===== src/rtl/carregador_instrucoes_if.sv =====
// Byte-stream and instruction-memory write bus of the instruction loader.
// The loader sits on the slave side: it consumes bytes and drives the memory write port.
interface carregador_instrucoes_if;
  logic [7:0]  byte_dado;
  logic        byte_valido;
  logic        byte_ultimo;
  logic        byte_pronto;
  logic        mem_we;
  logic [31:0] mem_addr;
  logic [31:0] mem_dado;

  modport master (
    output byte_dado, byte_valido, byte_ultimo,
    input  byte_pronto, mem_we, mem_addr, mem_dado
  );

  modport slave (
    input  byte_dado, byte_valido, byte_ultimo,
    output byte_pronto, mem_we, mem_addr, mem_dado
  );
endinterface


===== src/rtl/carregador_instrucoes.sv =====
// Runtime instruction loader: packs a byte stream into big-endian 32-bit words and
// writes them one per pulse into the instruction memory, starting at BASE_END.
module carregador_instrucoes #(
  parameter int          PROF_PALAVRAS = 256,
  parameter logic [31:0] BASE_END      = 32'h00000000
) (
  input  logic                             clk,
  input  logic                             reset,
  input  logic                             inicio,
  carregador_instrucoes_if.slave           bus,
  output logic                             ocupado,
  output logic                             concluido,
  output logic                             erro,
  output logic [$clog2(PROF_PALAVRAS):0]   palavras_escritas
);

  localparam logic [31:0] PROF = PROF_PALAVRAS[31:0];

  typedef enum logic [2:0] {OCIOSO, RECEBE, ESCREVE, FIM, ERRO} estado_t;

  estado_t     estado, prox;
  logic [1:0]  indice;
  logic [23:0] parcial;
  logic        ultimo_reg;
  logic        ultima_vaga;

  // The word being written is the last slot the memory can hold; no address wrap.
  assign ultima_vaga = (32'(palavras_escritas) + 32'd1) == PROF;

  always_ff @(posedge clk) begin
    if (reset) estado <= OCIOSO;
    else       estado <= prox;
  end

  always_comb begin
    prox            = estado;
    bus.byte_pronto = 1'b0;
    bus.mem_we      = 1'b0;
    ocupado         = 1'b0;
    concluido       = (estado == FIM);
    erro            = (estado == ERRO);
    case (estado)
      OCIOSO, FIM, ERRO: begin
        if (inicio) prox = RECEBE;
      end
      RECEBE: begin
        bus.byte_pronto = 1'b1;
        ocupado         = 1'b1;
        if (bus.byte_valido) begin
          if (indice == 2'd3)      prox = ESCREVE;
          else if (bus.byte_ultimo) prox = ERRO;
        end
      end
      ESCREVE: begin
        bus.mem_we = 1'b1;
        ocupado    = 1'b1;
        if (ultimo_reg)       prox = FIM;
        else if (ultima_vaga) prox = ERRO;
        else                  prox = RECEBE;
      end
      default: prox = OCIOSO;
    endcase
  end

  // First three bytes shift into a holding register; the fourth completes the word
  // straight into mem_dado so the write port stays stable outside the write cycle.
  always_ff @(posedge clk) begin
    if (reset) begin
      indice            <= 2'd0;
      parcial           <= 24'd0;
      ultimo_reg        <= 1'b0;
      palavras_escritas <= '0;
      bus.mem_addr      <= BASE_END;
      bus.mem_dado      <= 32'd0;
    end else begin
      case (estado)
        OCIOSO, FIM, ERRO: begin
          if (inicio) begin
            indice            <= 2'd0;
            ultimo_reg        <= 1'b0;
            palavras_escritas <= '0;
          end
        end
        RECEBE: begin
          if (bus.byte_valido) begin
            parcial <= {parcial[15:0], bus.byte_dado};
            indice  <= indice + 2'd1;
            if (indice == 2'd3) begin
              bus.mem_dado <= {parcial, bus.byte_dado};
              bus.mem_addr <= BASE_END + (32'(palavras_escritas) << 2);
              ultimo_reg   <= bus.byte_ultimo;
            end
          end
        end
        ESCREVE: begin
          palavras_escritas <= palavras_escritas + 1'b1;
          indice            <= 2'd0;
        end
        default: ;
      endcase
    end
  end

endmodule


===== src/flat_wrapper.sv =====
// flat-port wrapper written by rule: the top's interface ports become plain ports
module carregador_instrucoes_flat 
#(
  parameter int          PROF_PALAVRAS = 256,
  parameter logic [31:0] BASE_END      = 32'h00000000
)
  (clk, reset, inicio, ocupado, concluido, erro, palavras_escritas, bus_byte_dado, bus_byte_valido, bus_byte_ultimo, bus_byte_pronto, bus_mem_we, bus_mem_addr, bus_mem_dado);
  carregador_instrucoes_if bus_i ();
  input  logic clk;
  input  logic reset;
  input  logic inicio;
  output logic ocupado;
  output logic concluido;
  output logic erro;
  output logic [$clog2(PROF_PALAVRAS):0] palavras_escritas;
  input wire logic [$bits(bus_i.byte_dado)-1:0] bus_byte_dado;
  input wire logic [$bits(bus_i.byte_valido)-1:0] bus_byte_valido;
  input wire logic [$bits(bus_i.byte_ultimo)-1:0] bus_byte_ultimo;
  output wire logic [$bits(bus_i.byte_pronto)-1:0] bus_byte_pronto;
  output wire logic [$bits(bus_i.mem_we)-1:0] bus_mem_we;
  output wire logic [$bits(bus_i.mem_addr)-1:0] bus_mem_addr;
  output wire logic [$bits(bus_i.mem_dado)-1:0] bus_mem_dado;
  assign bus_i.byte_dado = bus_byte_dado;
  assign bus_i.byte_valido = bus_byte_valido;
  assign bus_i.byte_ultimo = bus_byte_ultimo;
  assign bus_byte_pronto = bus_i.byte_pronto;
  assign bus_mem_we = bus_i.mem_we;
  assign bus_mem_addr = bus_i.mem_addr;
  assign bus_mem_dado = bus_i.mem_dado;
  carregador_instrucoes #(.PROF_PALAVRAS(PROF_PALAVRAS), .BASE_END(BASE_END)) u_core (.clk(clk), .reset(reset), .inicio(inicio), .bus(bus_i), .ocupado(ocupado), .concluido(concluido), .erro(erro), .palavras_escritas(palavras_escritas));
endmodule

===== config.mk =====
export PLATFORM = sky130hd
export DESIGN_NAME = carregador_instrucoes_flat
export DESIGN_NICKNAME = d
export VERILOG_FILES = /design/src/rtl/carregador_instrucoes_if.sv /design/src/rtl/carregador_instrucoes.sv /design/src/flat_wrapper.sv
export SDC_FILE = /design/constraint.sdc
export NUM_CORES = 1
export LEC_CHECK = 0
export ABC_AREA = 1
export ABC_CLOCK_PERIOD_IN_PS = 2400
export CAP_MARGIN = 5
export CORE_MARGIN = 3
export CORE_UTILIZATION = 42
export DETAILED_ROUTE_END_ITERATION = 6
export PLACE_DENSITY = 0.7
export RECOVER_POWER = 100
export SLEW_MARGIN = 5
export SYNTH_ARGS = -nofsm -noshare
export SYNTH_HDL_FRONTEND = slang
export SYNTH_SLANG_ARGS = --single-unit

===== constraint.sdc =====
create_clock -name clk -period 2.4 [get_ports clk]
set_clock_uncertainty 0.15 [all_clocks]
set_input_delay 0.24 -clock clk [delete_from_list [all_inputs] [get_ports clk]]
set_output_delay 0.24 -clock clk [all_outputs]
set_load 0.01 [all_outputs]

; ---- Word level (Yosys, flattened, before mapping)
; Cells that the tools add are included.
[classes]
n_reduce_logical = 12
order_cmp = 0
eq_ne = 10
shift = 0
div = 0
n_addsub = 3
n_mux = 19
bitwise_logic = 0
multipliers = 0
[op_table]
columns = cell, n
row1 = $eq 32x9->1 const B, 1
row2 = $mux 3, 6
row3 = $pmux 9 s2, 1
row4 = $add 9x1->10 const B, 1
row5 = $add 9x1->9 const B, 1
row6 = $mux 9, 1
row7 = $pmux 3 s3, 1
row8 = $reduce_and 3->1, 3
row9 = $eq 3x2->1 const B, 2
row10 = $mux 1, 6
row11 = $pmux 2 s3, 1
row12 = $mux 2, 2
row13 = $ne 2x2->1 const B, 2
row14 = $reduce_and 2->1, 2
row15 = $reduce_and 4->1, 1
row16 = $reduce_bool 2->1, 2
row17 = $eq 3x1->1 const B, 1
row18 = $eq 3x3->1 const B, 1
row19 = $logic_not 3->1, 1
row20 = $ne 3x2->1 const B, 1
row21 = $reduce_bool 3->1, 1
row22 = $reduce_or 3->1, 1
row23 = $add 2x1->2 const B, 1
row24 = $eq 2x2->1 const B, 1
row25 = 3 further kinds, 3
[word_totals]
elab_cells = 51
ramBits = 0
inputBits = 13
mem_count = 0
romBits = 0
output_inout_bits = 78
latchBits = 0
regBits = 80

; ---- Logic depth before layout (Yosys ltp)
; Gate-level depths: netlist of run 1.
[logic_depth]
ltp_word = 5
ltp_mapped = 12
mapped_depth_nobuf = 12

; ---- Least setup slack after synthesis of run 1
; No wires, ideal clock.
[synth_path]
path_kind = register -> register
from = register u_core.palavras_escritas[0]
to = register u_core.estado[0]
setup_slack_ns = 0.688
path_stages_with_launch = 13
t_required_ns = 2.119
synth_period_minus_slack_ns = 1.712
t_arrival_ns = 1.431
n_path_buf = 0
cell_sequence = dfxtp_1 -> ha_1 -> nand2_1 -> nor2_1 -> nand2_1 -> nand2_1 -> nand2_1 -> nor2_1 -> nand3_1 -> nand2_1 -> nand2_1 -> nand2_1 -> a21oi_2
[synth_between]
elab_chain_len = 5
[synth_lines]
columns = item, line
row1 = "start, declared", carregador_instrucoes.sv:14  ; output logic [$clog2(PROF_PALAVRAS):0] palavras_escritas
row2 = "start signal, assigned", carregador_instrucoes.sv:96  ; palavras_escritas <= palavras_escritas + 1'b1;
row3 = $add 9x1->10, carregador_instrucoes.sv:28  ; assign ultima_vaga = (32'(palavras_escritas) + 32'd1) == PROF;
row4 = $eq 32x9->1, carregador_instrucoes.sv:28
row5 = $mux 3, carregador_instrucoes.sv:58  ; else if (ultima_vaga) prox = ERRO;
row6 = $mux 3, carregador_instrucoes.sv:57  ; if (ultimo_reg) prox = FIM;
row7 = $pmux 3 s3, carregador_instrucoes.sv:42  ; case (estado)
row8 = "end signal, assigned", carregador_instrucoes.sv:32  ; else estado <= prox;
row9 = "end, declared", carregador_instrucoes.sv:21  ; estado_t estado, prox;
; No other way between the ends.
; A chain may end at the register's enable or synchronous reset.

; ---- Worst setup path in the final report of run 1
[layout_path]
from = register u_core.estado[2]
to = output ocupado
[layout_between]
elab_chain_len = 3
elab_cells_between_ends = 4
[layout_lines]
columns = item, line
row1 = $eq 3x2->1 or $eq 3x1->1 (tied branches), carregador_instrucoes.sv:42
row2 = $reduce_or 2->1 (no source line) (*), n/a
row3 = $mux 1 (*), carregador_instrucoes.sv:42
row4 = "end, declared", flat_wrapper.sv:12  ; output logic ocupado;
; Every way passes the cells marked *; elsewhere a longest branch is shown, timed or not.

==> results of run 1 <==
## where the power goes
part	internal [W]	switching, W
Combinational	0.000110	0.000206
Clock	0.000400	0.000470
Sequential	0.00139	0.0000327
Total	0.00190	0.000708
## critical path: cells and delay by family, from the launching register on
kind,cells,cell delay (ns)
AND/OR/NAND/NOR,3,0.26
buffers and inverters,3,0.83
flip-flops,1,0.44
## path summary, 6_finish.rpt
| path | end | slack, ns | cells past startpoint |
|---|---|---|---|
| max | ocupado | 0.14 | 6 |
| min | u_core.bus.mem_dado[7] | 0.31 | 2 |
| max reg2reg | u_core.bus.mem_dado[30] | 0.30 | 7 |
| min reg2reg | u_core.bus.mem_dado[7] | 0.31 | 2 |
## layer usage
layer,up-vias,global-route usage,share of wire
li1,1512,-,-
met1,1314,0.197,0.47
met2,91,0.260,0.46
met3,2,0.0560,0.065
met4,0,0.0405,0.0045
met5,-,0,0
## cells in the mapped netlist, types with 2 or more instances
master and count:
nand2_1 85, dfxtp_1 80, a21oi_1 47, o21ai_0 41, nor2_1 37, inv_1 32
buf_4 27, a21oi_2 21, o21ai_1 18, nand3_1 9, buf_6 7, clkbuf_1 7
inv_2 5, buf_2 4, nor2_2 4, nor2_4 4, ha_1 2, nand3b_1 2
## logic make-up after synthesis
logic type | share of synthesized area
buffers and inverters | 0.135
AOI/OAI and AO/OA | 0.218
other | 0.00106
and+or+nand+nor | 0.184
adders and majority gates | 0.00710
DFF | 0.455
## area by class of cell
type	count	area, um^2
Multi-Input combinational cell	302	1480
Clock inverter	5	32.5
Inverter	38	145
Timing Repair Buffer	74	746
Sequential cell	80	1600
Clock buffer	11	141
Tap cell	102	128
Fill cell	752	3660
## cells in the final DEF (no fill, tap or decap)
cell type        instances
a211oi_1                 1
a21oi_1                 51
a21oi_2                 18
buf_12                   2
buf_4                    4
clkbuf_1                 1
clkbuf_2                 1
clkbuf_8                10
clkdlybuf4s50_1         13
clkinv_1                 1
clkinv_2                 2
clkinvlp_4               3
conb_1                  23
dfxtp_1                 80
dlygate4sd3_1           54
ha_1                     2
inv_1                   34
inv_2                    2
inv_4                    1
nand2_1                 87
nand3_1                  9
nand3b_1                 2
nand4_1                  1
nor2_1                  39
nor2_2                   3
nor2_4                   4
nor3_4                   1
o211a_1                  1
o21ai_0                 56
o21ai_1                  3
o22ai_4                  1
## stage by stage
stage	utilization	area, um^2
after CTS	0.545	4320
after floorplan	-	3610
after global placement	0.524	4150
after global routing	0.539	4270
final	0.539	4270
after detailed placement	0.524	4150
==> flow_metrics.py, run 1 <==
metrics = {
    "power": {
        "power.density_nw_per_um2": 610,
        "power.leakage_nw": 1.80,
        "peakVddDrop_mv": 0.389,
        "finalPower_w": 0.00261,
    },
    "synthesis": {
        "synthArstFlopShare": 0,
        "synth_edf_count": 0,
        "synth_area_um2": 3520,
        "synthFlopType": "dfxtp_1",
        "ys_types": 30,
        "synth_top_area_share": 0.455,
        "syn_inst": 444,
        "yosysSeqAreaShare": 0.455,
        "netlist_top_cells_area": "dfxtp_1 (45%), nand2_1 (9.1%), a21oi_1 (6.7%)",
        "yosysWarnings": 0,
        "avgSynthCellArea_um2": 7.94,
        "synth.largest_area_cell": "dfxtp_1",
        "ys_ff_latch": 80,
    },
    "sta": {
        "hold_slack_ns": 0.315,
        "setup_ws_ns": 0.141,
        "hold_viol_final": 0,
        "worst_slew_pin_slew_ns": 0.762,
        "fin_tns_setup_ns": 0,
        "maxSlewViolCount": 0,
        "period_minus_slack_ns": 2.26,
        "grt_setup_unrepaired": "no",
        "setup-violations-final": 0,
        "max_freq_mhz": 443,
        "period_share": 0.941,
        "max_slew_margin": 0.492,
    },
    "setup_path": {
        "crit_chain": "clkinv_1 -> nand2_1 -> nor2_4 -> inv_4 -> nand2_1 -> dlygate4sd3_1",
        "cp-startpoint": "u_core.estado[2]",
        "cpPeakStageDelay_ns": 0.60,
        "cp.required_ns": 2.01,
        "r2r_start": "u_core.estado[0]",
        "cpMostUsedCell": "nand2_1",
        "critPathKind": "flip-flop to output pin",
        "critPathArrivalTime_ns": 1.87,
        "critical_path_peak_fanout": 5,
        "start_kind": "flip-flop",
        "cp-end-kind": "output pin",
        "slowest_stage": "dlygate4sd3_1",
    },
    "run_status": {
        "status": "completed",
    },
    "cells_and_area": {
        "top_regs": "u_core.bus.mem_dado x32, u_core.parcial x24",
        "largest_reg_flops": 32,
        "areaGrowthSynthToFinish_pct": 21.2,
        "drive_gt1_frac": 0.102,
        "finalNetCount": 520,
        "largest_register": "u_core.bus.mem_dado",
        "final_cells": 612,
        "diodes": 0,
    },
    "drt": {
        "viasPerCell": 4.77,
        "drc": 0,
        "wirelength_um": 7580,
        "ant_nets": 0,
        "drt-wirelength-per-cell_um": 12.4,
        "drtIter0Drc": 82,
        "first_pass_iters": 4,
        "vias": 2919,
    },
    "cts": {
        "clk_pin_slew_worst_paths_ns": 0.08,
        "postCtsHoldBufs": 0,
        "cts.repair.resized": 0,
        "post_cts_buffers": 0,
        "cts_tree": "done",
        "worstSkewPairLatency_ns": 0.34,
        "cts_max_level": 3,
        "cts_buffers": 9,
        "max-clock-path-buffers": 2,
        "cts.sinks": 80,
        "root_buffer": "clkbuf_8",
    },
    "global_route": {
        "grt_antenna_before_repair": 0,
        "grtUsageTotal": 0.158,
        "grt-ovfl-total": 0,
        "grt_pass1_vias": 2704,
        "grt_max_degree": 57,
        "grt_pass1_wl_um": 12500,
    },
    "place": {
        "placed_cells": 596,
        "io_buffer_count": 67,
        "hpwl_um": 5280,
        "post-place-ws_ns": 0.407,
        "globalplace.congestion": 0.828,
    },
    "floorplan": {
        "pin_count": 91,
        "rows": 32,
        "start_util": 0.444,
        "coreArea_um2": 7930,
        "die_y_um": 97.6,
        "die_w_um": 97.6,
        "die_area_um2": 9520,
    },
    "run": {
        "maxCapViolations": 0,
    },
    "min_path": {
        "hold_path.startpoint": "u_core.bus.mem_dado[7]",
        "hp-class": "flip-flop to flip-flop",
    },
}
No activity file was read; power rests on OpenSTA's default activity.
==> run 2: changes to the inputs <==
--- a/config.mk
+++ b/config.mk
@@ -8,7 +8,6 @@
 export ABC_AREA = 1
 export ABC_CLOCK_PERIOD_IN_PS = 2400
 export CAP_MARGIN = 5
-export CORE_MARGIN = 3
 export CORE_UTILIZATION = 42
 export DETAILED_ROUTE_END_ITERATION = 6
 export PLACE_DENSITY = 0.7
==> flow_metrics.py, run 2 (synthesized netlist as in run 1, its figures left out) <==
metrics = {
    "min_path": {
        "whs_path_depth": 2,
        "hold_path.startpoint": "u_core.bus.mem_dado[0]",
        "holdPathEnd": "u_core.bus.mem_dado[0]",
        "hp-class": "flip-flop to flip-flop",
    },
    "cells_and_area": {
        "layout_common_cells": "nand2_1 (87), dfxtp_1 (80), o21ai_0 (56)",
        "design_area_um2": 4280,
        "diodes": 0,
        "finalNetCount": 519,
        "final_cells": 613,
        "largest_reg_flops": 32,
        "areaGrowthSynthToFinish_pct": 21.4,
        "drive_gt1_frac": 0.102,
        "top_regs": "u_core.bus.mem_dado x32, u_core.parcial x24",
        "largest_register": "u_core.bus.mem_dado",
        "final_common_cell": "nand2_1",
    },
    "floorplan": {
        "die_area_um2": 8760,
        "die_w_um": 93.6,
        "coreArea_um2": 8180,
        "start_util": 0.431,
        "pin_count": 91,
        "die_y_um": 93.6,
        "rows": 33,
    },
    "global_route": {
        "grt_antenna_before_repair": 0,
        "grt-ovfl-total": 0,
        "grt_pass1_wl_um": 12300,
        "grt_pass1_vias": 2652,
        "grtUsageTotal": 0.179,
        "grt_max_degree": 57,
    },
    "drt": {
        "wirelength_um": 7370,
        "drtIter0Drc": 110,
        "ant_nets": 0,
        "first_pass_iters": 4,
        "drc": 0,
        "viasPerCell": 4.79,
        "drt-wirelength-per-cell_um": 12.0,
        "vias": 2937,
    },
    "setup_path": {
        "r2r_start": "u_core.estado[0]",
        "cp.required_ns": 2.01,
        "reg2reg_to": "u_core.bus.mem_addr[3]",
        "start_kind": "flip-flop",
        "rrSetupSlack_ns": 0.23,
        "critPathKind": "flip-flop to output pin",
        "reg2reg_depth": 7,
        "cp-end-kind": "output pin",
        "critical_path_peak_fanout": 5,
        "critPathArrivalTime_ns": 1.85,
    },
    "place": {
        "globalplace.congestion": 0.860,
        "placed_cells": 598,
        "post-place-ws_ns": 0.368,
        "io_buffer_count": 67,
        "placed_area_um2": 4150,
        "hpwl_um": 5140,
    },
    "run_status": {
        "status": "completed",
    },
    "cts": {
        "root_buffer": "clkbuf_8",
        "cts.sinks": 80,
        "cts_max_level": 3,
        "post_cts_buffers": 0,
        "cts_buffers": 9,
        "max-clock-path-buffers": 2,
        "cts.repair.resized": 0,
        "postCtsHoldBufs": 0,
        "clk_pin_slew_worst_paths_ns": 0.07,
        "worstSkewPairLatency_ns": 0.35,
        "cts_tree": "done",
    },
    "sta": {
        "setup_ws_ns": 0.164,
        "fin_tns_setup_ns": 0,
        "max_freq_mhz": 447,
        "period_share": 0.932,
        "period_minus_slack_ns": 2.24,
        "max_slew_margin": 0.456,
        "worst_slew_pin_slew_ns": 0.816,
        "setup-violations-final": 0,
        "hold_viol_final": 0,
        "grt_setup_unrepaired": "no",
        "maxSlewViolCount": 0,
    },
    "power": {
        "switching_share": 0.269,
        "p_int_w": 0.00193,
        "power.switching_w": 0.000709,
        "pwr-share-clk": 0.342,
        "finalPower_w": 0.00264,
        "pwr-share-seq": 0.539,
        "power.leakage_nw": 1.81,
        "combinationalPowerShare": 0.119,
        "power.density_nw_per_um2": 616,
        "peakVddDrop_mv": 0.286,
    },
    "run": {
        "maxCapViolations": 0,
    },
}
run 2: per-layer routing:
| layer | global-route usage | routed length, um |
|---|---|---|
| met5 | 0 | 0 |
| met4 | 0.101 | 191 |
| met1 | 0.227 | 3480 |
| met2 | 0.286 | 3380 |
| met3 | 0.0333 | 314 |
run 2: cell type report:
| class | count | area, um^2 |
|---|---|---|
| tap | 105 | 131 |
| multi-input combinational | 302 | 1480 |
| inverter | 38 | 145 |
| timing repair buffer | 73 | 738 |
| clock inverter | 4 | 30.0 |
| fill | 799 | 3900 |
| sequential | 80 | 1600 |
| clock buffer | 11 | 151 |
run 2: per-stage QoR:
stage,util,hold slack (ns)
floorplan,-,0.237
global placement,0.507,0.303
detailed placement,0.507,0.305
CTS,0.529,0.320
global route,0.523,0.334
finish,0.523,0.317
run 2: critical path, cell delays in order (launching register included):
cell	delay [ns]
dfxtp_1	0.44
nand2_1	0.14
nor2_4	0.18
inv_4	0.08
nand2_1	0.06
dlygate4sd3_1	0.60
run 2: worst max path at each step:
stage                                     start                       to  slack [ns]  cells after the start
floorplan           u_core.palavras_escritas[0]         u_core.estado[0]        0.69                     12
global placement                bus_byte_valido  u_core.bus.mem_dado[31]        0.39                      6
detailed placement              bus_byte_valido   u_core.bus.mem_addr[3]        0.37                      6
CTS                            u_core.estado[1]               bus_mem_we        0.15                      4
global route                   u_core.estado[1]               bus_mem_we        0.05                      4
finish                         u_core.estado[0]                  ocupado        0.16                      5
run 2: power groups by stage:
stage	clock (W)	combinational, W	sequential (W)
after floorplan	0	0.000276	0.00145
after global placement	0	0.000333	0.00145
after detailed placement	0	0.000341	0.00145
after CTS	0.000932	0.000342	0.00142
after global routing	0.000990	0.000352	0.00143
final	0.000901	0.000314	0.00142
==> variant 1, RTL diff (config.mk and constraints of run 2) <==
Put a register stage on the output `erro`. The value now appears one clock later. The other outputs are not delayed to match.
--- a/src/rtl/carregador_instrucoes.sv
+++ b/src/rtl/carregador_instrucoes.sv
@@ -17,6 +17,8 @@
   localparam logic [31:0] PROF = PROF_PALAVRAS[31:0];
 
   typedef enum logic [2:0] {OCIOSO, RECEBE, ESCREVE, FIM, ERRO} estado_t;
+
+  logic erro_d;
 
   estado_t     estado, prox;
   logic [1:0]  indice;
@@ -38,7 +40,7 @@
     bus.mem_we      = 1'b0;
     ocupado         = 1'b0;
     concluido       = (estado == FIM);
-    erro            = (estado == ERRO);
+    erro_d          = (estado == ERRO);
     case (estado)
       OCIOSO, FIM, ERRO: begin
         if (inicio) prox = RECEBE;
@@ -101,5 +103,9 @@
     end
   end
 
+  always_ff @(posedge clk) begin
+    erro <= erro_d;
+  end
+
 endmodule
 
Formal check against the unedited RTL: not equivalent (Yosys sat finds a counterexample within 4 cycles, from zero or initial values and one cycle with reset high).
==> variant 1 against run 2 <==
Maximum frequency rose by 0.38%; sequential cell count rose by 1; wire length rose by 1.7%; final area fell by 2.3%; worst setup slack improved by 0.0085 ns; total power rose by 4.2%; synthesized area fell by 6.4%; highest routed layer unchanged.
==> variant 1: results (changes against run 2) <==
* Status: completed
* Worst Hold Class: in2reg
* NonClk Buf Share at 17.4% (+0.10 points)
* Clock root buffer: clkbuf_8
* Comb_multi_in at 293 (-3.0%)
* DRT iter0 DRCs at 130 (+18%)
* Fill cells at 690 (-14%)
* Fin nets at 513 (-1.2%)
* Placed Area at 3970 sq um (-4.3%)
* Multiplexer share of the synthesized area at 0% (unchanged)
* Reg clk slew, reported paths at 0.09 ns (+0.02 ns)
* Crit-path slowest cell: clkdlybuf4s50_1
* Average wire per standard cell at 12.4 um (+3.6%)
* CTS tree: built
* Fraction of layout cells with a size suffix above 1 at 5.37% (-4.9 points)
* Non-clk invs at 40 (+5.3%)
* Seq/Total Area, Yosys at 49.2% (+3.7 points)
* Sw Ratio at 26.8% (-0.094 points)
* Via/cell ratio at 4.75 (-0.95%)
* Synth top cells by count: dfxtp_1, nand2_1, a21oi_1
* Synth Register Bits at 81 (+1.3%)
* Clkbuf count at 10 (-1)
* Slew @ Worst Pin at 0.646 ns (-0.170 ns)
* Clock buf/inv share at 5.06% (+0.82 points)
* Max Root-Sink Buffers at 2 (unchanged)
* Register area at 1620 sq um (+1.3%)
* Dpl hpwl at 5020 um (-2.2%)
* Mapped Avg Cell Area at 7.56 sq um (-4.7%)
* Post-synth cell types at 23 (-23%)
* Most area-consuming cells after synthesis: dfxtp_1, a21oi_1, nand2_1
* Cells after DPL at 586 (-2.0%)
* WL final at 7490 um (+1.7%)
* Die area at 8210 sq um (-6.3%)
* Synth Area in Adders at 0.759% (+0.049 points)
* Synth Area in Compound Gates at 19.5% (-2.3 points)
* Count leader, synth: dfxtp_1
* Highest net fanout along the worst path at 7 (+2)
* Final GP Congestion at 0.865 (+0.48%)
* Multi-input logic portion of the cell area at 32.2% (-2.4 points)
* Sequential cell area share at 38.8% (+1.4 points)
* P_leak at 1.87 nW (+3.4%)
* Number of global-route vias before repair at 2579 (-2.8%)
* First-pass GRT wire length at 12500 um (+2.2%)
* Slowest stage delay, CP at 0.54 ns (-0.06 ns)
* VDD IR max at 0.324 mV (+13%)
* GRT Overall Usage at 18.9% (+1.0 points)
* Largest net degree at the start of global routing at 55 (-3.5%)
* Hold path depth at 3 (+1)
variant 1: final timing paths:
kind                                              start                       to  slack (ns)
worst max-delay path                   u_core.estado[0]                  ocupado        0.17
worst min-delay path                   bus_byte_dado[5]        u_core.parcial[5]        0.30
worst min register to register  u_core.bus.mem_dado[16]  u_core.bus.mem_dado[16]        0.31
worst max register to register         u_core.estado[0]  u_core.bus.mem_dado[27]        0.28
variant 1: metal layers:
layer,part of all wire (%),wire length (um),track usage [%],vias up
li1,-,-,-,1488
met1,48,3600,25.1,1263
met2,45,3340,29.0,102
met3,6.9,518,5.13,4
met4,0.55,41,7.66,0
met5,0,0,0,-
variant 1: power groups by stage:
stage / clock network [W] / registers (W) / logic [W]
final: 0.00105 / 0.00143 / 0.000270
after global routing: 0.00114 / 0.00144 / 0.000304
after CTS: 0.00107 / 0.00143 / 0.000274
after detailed placement: 0 / 0.00146 / 0.000270
after global placement: 0 / 0.00146 / 0.000261
after floorplan: 0 / 0.00145 / 0.000217
==> variant 2, RTL diff (config.mk and constraints of run 2) <==
Made on the original files. `PROF_PALAVRAS` is set to 256 in 2 places; all go to 128.
--- a/src/rtl/carregador_instrucoes.sv
+++ b/src/rtl/carregador_instrucoes.sv
@@ -1,7 +1,7 @@
 // Runtime instruction loader: packs a byte stream into big-endian 32-bit words and
 // writes them one per pulse into the instruction memory, starting at BASE_END.
 module carregador_instrucoes #(
-  parameter int          PROF_PALAVRAS = 256,
+  parameter int          PROF_PALAVRAS = 128,
   parameter logic [31:0] BASE_END      = 32'h00000000
 ) (
   input  logic                             clk,
--- a/src/flat_wrapper.sv
+++ b/src/flat_wrapper.sv
@@ -1,7 +1,7 @@
 // flat-port wrapper written by rule: the top's interface ports become plain ports
 module carregador_instrucoes_flat 
 #(
-  parameter int          PROF_PALAVRAS = 256,
+  parameter int          PROF_PALAVRAS = 128,
   parameter logic [31:0] BASE_END      = 32'h00000000
 )
   (clk, reset, inicio, ocupado, concluido, erro, palavras_escritas, bus_byte_dado, bus_byte_valido, bus_byte_ultimo, bus_byte_pronto, bus_mem_we, bus_mem_addr, bus_mem_dado);
Ports: changed (resized palavras_escritas); port bits go from 91 to 90. The function was not compared with the original's and may differ.
==> variant 2 against run 2 <==
Critical path type unchanged; total power is 0.47% higher; register-to-register slack better by 0.15 ns; global-route usage shrank 0.11 points; sequential cell count down 2; final area shrank 5.6%; highest routed layer unchanged; critical path depth grew 1; sequential power fell by 4%; largest cell class unchanged; first-iteration DRC count grew 63%; wire length decreased by 6.5%; cell count down 6.2%; non-clock buffer count fell by 2; synthesized area decreased by 7.1%; largest power group unchanged; worst setup slack worse by 0.011 ns; maximum frequency decreased by 0.47%.
==> variant 2: results (changes against run 2) <==
* Status: completed
* Number of global-route vias before repair at 2501 (-5.7%)
* Crit-path slowest cell: dlygate4sd3_1
* Max Root-Sink Buffers at 2 (unchanged)
* Synth Area in Compound Gates at 20.5% (-1.3 points)
* FF-to-FF setup slack at 0.38 ns (+0.15 ns)
* Port bufs at 65 (-3.0%)
* P_leak at 1.78 nW (-1.6%)
* Multiplexer share of the synthesized area at 0% (unchanged)
* Fin nets at 486 (-6.4%)
* Highest net fanout along the worst path at 5 (unchanged)
* Post-synth cell types at 28 (-6.7%)
* Final GP Congestion at 0.846 (-1.7%)
* Average wire per standard cell at 12.0 um (-0.31%)
* Clock root buffer: clkbuf_8
* Synth warnings at 0 (unchanged)
* Dpl hpwl at 4730 um (-8.0%)
* Max reg flops at 32 (unchanged)
* Synth top cells by count: dfxtp_1, a21oi_1, nand2_1
* Ys async rst share at 0% (unchanged)
* Largest net degree at the start of global routing at 58 (+1.8%)
* Seq/Total Area, Yosys at 47.7% (+2.3 points)
* Slowest stage delay, CP at 0.60 ns (about the same)
* Hold slack at 0.313 ns (-0.00428 ns)
* Synth Area in Adders at 0.765% (+0.055 points)
* Cts repair resizes at 0 (unchanged)
* Fraction of layout cells with a size suffix above 1 at 7.77% (-2.5 points)
* First-pass GRT wire length at 11700 um (-4.9%)
* Final ANT Viol Nets at 0 (unchanged)
* Pre-Repair DR Iteration Count at 6 (+2)
* DRT iter0 DRCs at 179 (+63%)
* Most area-consuming cells after synthesis: dfxtp_1, a21oi_1, o21ai_0
* Initial antenna violation count at 0 (unchanged)
* XOR/XNOR Fraction of Synth Area at 0.268% (+0.27 points)
* Insertion delay to the later sink of the worst-skew pair at 0.35 ns (about the same)
* VDD IR max at 0.336 mV (+17%)
* Via count at 2718 (-7.5%)
* GRT Overall Usage at 17.8% (-0.11 points)
* Fill cells at 704 (-12%)
* P_int at 0.00195 W (+1.2%)
variant 2: power groups by stage:
stage	logic (W)	registers [W]	clock network [W]
after floorplan	0.000251	0.00140	0
after global placement	0.000294	0.00140	0
after detailed placement	0.000298	0.00140	0
after CTS	0.000299	0.00137	0.00102
after global routing	0.000308	0.00138	0.00109
final	0.000271	0.00137	0.00101
variant 2: routing by layer:
layer  share of wire (%)  GRT usage, %  vias up
li1                    -             -     1404
met1                  49          23.4     1217
met2                  43          26.6       86
met3                 6.3          5.22       11
met4                 1.8          8.87        0
met5                   0             0        -
variant 2: through the flow:
stage                     area (sq um)  total power, W  std cells  setup WS (ns)
after floorplan                   3360         0.00165        434          0.727
after global placement            3880         0.00169        559          0.457
after detailed placement          3880         0.00170        559          0.454
after CTS                         4090         0.00269        575          0.148
after global routing              4040         0.00277        575         0.0297
final                             4040         0.00265        575          0.153
variant 2: kinds of logic after synthesis:
group,after synthesis
fa+ha+maj,2
compound gates,129
flops,78
xor+xnor,1
buf+inv,81
simple gates,119
other cells,1
variant 2: layout make-up:
cell class                      instances  area share (%)
Clock inverter                          6            1.70
Inverter                               36            3.44
Multi-Input combinational cell        275            32.3
Clock buffer                           10            3.41
Timing Repair Buffer                   71            17.4
Sequential cell                        78            38.7
Tap cell                               99            3.07
variant 2: worst paths after layout:
kind | startpoint | to | cells past startpoint
worst min-delay path | u_core.bus.mem_dado[2] | u_core.bus.mem_dado[2] | 2
worst max-delay path | u_core.estado[2] | ocupado | 6
worst max register to register | u_core.estado[2] | u_core.bus.mem_dado[17] | 8
worst min register to register | u_core.bus.mem_dado[2] | u_core.bus.mem_dado[2] | 2
